--- config.mk ---
export PLATFORM = sky130hd
export DESIGN_NAME = clock_div_bank
export DESIGN_NICKNAME = d
export VERILOG_FILES = /design/src/rtl/clock_div_bank.sv
export SDC_FILE = /design/constraint.sdc
export NUM_CORES = 1
export LEC_CHECK = 0
export ABC_AREA = 1
export CAP_MARGIN = 20
export CORE_AREA = 2 2 135 137
export CTS_CLUSTER_DIAMETER = 60
export CTS_CLUSTER_SIZE = 8
export DETAILED_ROUTE_END_ITERATION = 16
export DIE_AREA = 0 0 137 139
export DONT_BUFFER_PORTS = 1
export PLACE_DENSITY = 0.71
export SLEW_MARGIN = 10
export SYNTH_ARGS = -nofsm -noshare
export SYNTH_HDL_FRONTEND = slang
export SYNTH_SLANG_ARGS = --single-unit
--- constraint.sdc ---
create_clock -name clk -period 3.2 [get_ports clk]
set_input_delay 0.64 -clock clk [delete_from_list [all_inputs] [get_ports clk]]
set_output_delay 0.64 -clock clk [all_outputs]
set_load 0.01 [all_outputs]
--- src/rtl/clock_div_bank.sv ---
// Bank of independent programmable clock dividers sharing one clock.
// Each channel produces either a one-cycle pulse or a 50% square wave. A new
// divisor written while a channel is counting waits in pend_div until the
// current period ends, so no period is ever cut short.
module clock_div_bank #(
  parameter int NUM_CH  = 4,
  parameter int CNT_W   = 16,
  parameter int DEF_DIV = 4
) (
  input  logic                                        clk,
  input  logic                                        rst_n,
  input  logic [NUM_CH-1:0]                           en,
  input  logic [NUM_CH-1:0]                           mode,
  input  logic                                        div_wr,
  input  logic [((NUM_CH > 1) ? $clog2(NUM_CH) : 1)-1:0] div_ch,
  input  logic [CNT_W-1:0]                            div_val,
  input  logic                                        restart,
  output logic [NUM_CH-1:0]                           clk_out,
  output logic [NUM_CH-1:0]                           pend
);

  localparam logic [CNT_W-1:0] DEF = CNT_W'(DEF_DIV);

  logic [CNT_W-1:0]  cnt      [NUM_CH];
  logic [CNT_W-1:0]  act_div  [NUM_CH];
  logic [CNT_W-1:0]  pend_div [NUM_CH];
  logic [NUM_CH-1:0] out_q;
  logic [NUM_CH-1:0] pend_q;
  logic [NUM_CH-1:0] wr_hit;
  logic [NUM_CH-1:0] term;

  // Decode the write target and flag each channel's terminal cycle.
  // A div_ch value that matches no channel index leaves every wr_hit low,
  // which is how out-of-range writes get dropped.
  always_comb begin
    wr_hit = '0;
    term   = '0;
    for (int i = 0; i < NUM_CH; i++) begin
      wr_hit[i] = div_wr && (32'(div_ch) == i);
      term[i]   = en[i] && (cnt[i] == act_div[i]);
    end
  end

  // Per-channel counter, divisor hand-over and output shaping.
  // Restart and disable both park the channel at count 0 with a low output
  // and make the newest divisor active; a write landing in that same cycle
  // goes straight to act_div.
  always_ff @(posedge clk or negedge rst_n) begin
    if (!rst_n) begin
      for (int i = 0; i < NUM_CH; i++) begin
        cnt[i]      <= '0;
        act_div[i]  <= DEF;
        pend_div[i] <= DEF;
      end
      out_q  <= '0;
      pend_q <= '0;
    end else begin
      for (int i = 0; i < NUM_CH; i++) begin
        if (restart || !en[i] || term[i]) begin
          cnt[i]    <= '0;
          pend_q[i] <= 1'b0;
          if (wr_hit[i]) begin
            act_div[i]  <= div_val;
            pend_div[i] <= div_val;
          end else begin
            act_div[i]  <= pend_div[i];
          end
          if (restart || !en[i]) begin
            out_q[i] <= 1'b0;
          end else begin
            out_q[i] <= mode[i] ? ~out_q[i] : 1'b1;
          end
        end else begin
          cnt[i]   <= cnt[i] + 1'b1;
          out_q[i] <= mode[i] ? out_q[i] : 1'b0;
          if (wr_hit[i]) begin
            pend_div[i] <= div_val;
            pend_q[i]   <= 1'b1;
          end
        end
      end
    end
  end

  assign clk_out = out_q;
  assign pend    = pend_q;

endmodule

==> impl_metrics.tcl <==
set metrics [dict create \
    cts_tree "done" \
    avgSynthCellArea_um2 7.74 \
    r2r-start "act_div[34]" \
    crit_path_start_kind "register" \
    setup_viol 0 \
    cts_buffers 17 \
    crit_slowest_cell "dfstp_2" \
    utilization 0.585 \
    period_share 0.623 \
    synth_edf_count 0 \
    p_leak_uw 0.00517 \
    clk_latency_ps 430 \
    num_rows 49 \
    drt_iter0_drc 667 \
    crit_chain "inv_1 > nand2_1 > nand2_1 > nor2_1 > nand2_1 > nor2_1 > nand2_2 > nand2_4 > nand2_1 > nand2_1" \
    grt_max_degree 201 \
    relSlewSlack 0.569 \
    violations "hold timing" \
    vdd_ir_drop_max_uv 466 \
    syn-num-nets 1270 \
    route.detailed.drc 0 \
    setup_tns_ps 0 \
    dieArea_um2 19000 \
    cp_max_fo 34 \
    io_buffers 0 \
    cts_sinks 200 \
    final_nets 1265 \
    num_vias 7454 \
    async_reset_ff_frac 1.00 \
    crit_path_frequent_cell "nand2_1" \
    clk_pin_slew_ps 70 \
    outcome "finished with violations" \
    crit_required_ps 3580 \
    yosysUniqueCellTypes 25 \
    max_stage_delay_ps 560 \
    max_freq_mhz 501 \
    antenna_found_initial 0 \
    wl_mm 20.7 \
    io_pins 38 \
    post_cts_buffers 0 \
    grt_pass1_wl_mm 34.7 \
    tightestPinTransition_ps 645 \
    crit_type "register to register" \
    powerDensity_nw_per_um2 571 \
    hpwl_mm 13.5 \
    grt_pass1_vias 7139 \
    postRouteAntennaNets 0 \
    core_area_um2 17700 \
    r2r_cells 10 \
    ys_seq_area_frac 0.524 \
    synth_cells 1236 \
    syn-cell-area_um2 9570 \
    clock-root-buffer "clkbuf_16" \
    viasPerCell 5.06 \
    r2r_slack_ps 1210 \
    diodes 0 \
    max_cap_viol_count 0 \
    whs_ps -98.3 \
    htreeDepth 4 \
    timing.rr.end "act_div[34]" \
    gp_congestion 0.858 \
    layout.cells.non_filler 1473 \
    drt_pre_antenna_iters 5 \
    cp-end-kind "register" \
    synth_warnings 0 \
    die_h_um 139 \
    ys_ff_latch 200 \
    final_layout_size_suffix_gt1_frac 0.0539 \
    period_minus_slack_ps 1990 \
    clock_skew_ps 7.15 \
    min_path_type "input pin to async pin" \
    cp_data_arrival_time_ps 2370 \
    finalPower_uw 5900 \
    rsz0062_at_grt "no" \
    finalHoldViolCount 192 \
    start_util 0.542 \
    overflow 0 \
    grt.total_usage 0.228 \
    dp.cells 1440 \
    finalMaxSlewViolations 0 \
    area_growth_pct 8.02 \
    avgRoutedWirePerCell_um 14.1 \
    ys.flop_type "dfrtp_1" \
    die_w_um 137 \
    clockBufferDepth 2 \
]
## layout by cell type (no fill, tap or decap), types with 5 or more instances in the layout
cell type  instances
nand2_1          423
dfrtp_1          192
nor2_1           155
inv_1            139
nand3_1           94
o21ai_0           68
xor2_1            39
nor3_1            38
clkbuf_16         17
inv_2             10
dfstp_2            8
nand4_1            7
a21oi_1            7
buf_4              7
nand2_4            5
inv_6              5
## sequential cells by signal, indices dropped and copies added, names as in the netlist
register  count
clk_out       4
pend_div     64
act_div      64
pend          4
cnt          64
## metal layers
| metal | vias to the layer above | wire (um) | track usage | part of all wire |
|---|---|---|---|---|
| li1 | 3794 | - | - | - |
| met1 | 3530 | 9850 | 0.324 | 0.48 |
| met2 | 114 | 10000 | 0.367 | 0.48 |
| met3 | 16 | 592 | 0.0406 | 0.029 |
| met4 | 0 | 274 | 0.0526 | 0.013 |
| met5 | - | 0 | 0 | 0 |
## critical path, delay by kind of cell, from the launching register on
kind | cells | cell delay, ps
simple gates | 9 | 1310
flops | 1 | 560
buf+inv | 1 | 40
## final cells by class
class	instances	area (um2)
clock buffers	17	425
fillers	1552	7320
clock inverters	15	188
inverters	153	574
flip-flops and latches	200	5010
well taps	229	287
multi-input cells	851	3780
repair buffers	8	67.6
## cells in the mapped netlist (4+ instances only)
library cell / instances / share of area
dfrtp_1: 192 / 0.50
xor2_1: 39 / 0.036
buf_2: 4 / 0.0021
inv_2: 10 / 0.0039
nand2_4: 5 / 0.0059
nor3_1: 38 / 0.020
dfstp_2: 8 / 0.022
ha_1: 4 / 0.0052
a21oi_1: 7 / 0.0037
nand2_1: 423 / 0.17
nand4_1: 7 / 0.0046
o21ai_0: 68 / 0.036
nor2_1: 155 / 0.061
buf_6: 8 / 0.0094
buf_4: 4 / 0.0031
nand3_1: 94 / 0.049
clkbuf_1: 16 / 0.0063
clkinv_1: 4 / 0.0016
inv_1: 139 / 0.055
## stage by stage
step                      instance area, um2  worst slack (ps)
after CTS                              10300              1220
after global routing                   10300              1040
after floorplan                         9570              1740
after detailed placement                9710               904
final                                  10300              1210
after global placement                  9710              1080
## timing repair
action | 4_1_cts | 5_1_grt
resized for setup | 0 | 0
hold endpoints to repair | 192 | 192
endpoints found under the setup margin | 0 | 0
## cells by family after synthesis
| kind of cell | synth area share |
|---|---|
| and+or+nand+nor | 0.311 |
| adders and majority gates | 0.00523 |
| DFF | 0.524 |
| AOI/OAI and AO/OA | 0.0405 |
| buffers and inverters | 0.0809 |
| xor gates and xnor gates | 0.0384 |
## power breakdown
group | total [uW] | internal [uW] | switching [uW]
logic | 653 | 242 | 411
clock network | 2260 | 1250 | 1010
registers | 2980 | 2810 | 171
total | 5900 | 4300 | 1590
## worst max path at each step
| stage | startpoint | endpoint | cells past startpoint |
|---|---|---|---|
| floorplan | restart | act_div[53] | 6 |
| global placement | div_ch[1] | act_div[47] | 5 |
| detailed placement | div_ch[1] | act_div[34] | 5 |
| CTS | act_div[34] | act_div[34] | 10 |
| global route | cnt[45] | act_div[34] | 10 |
| finish | act_div[34] | act_div[34] | 10 |
(Power assumes the default switching activity.)
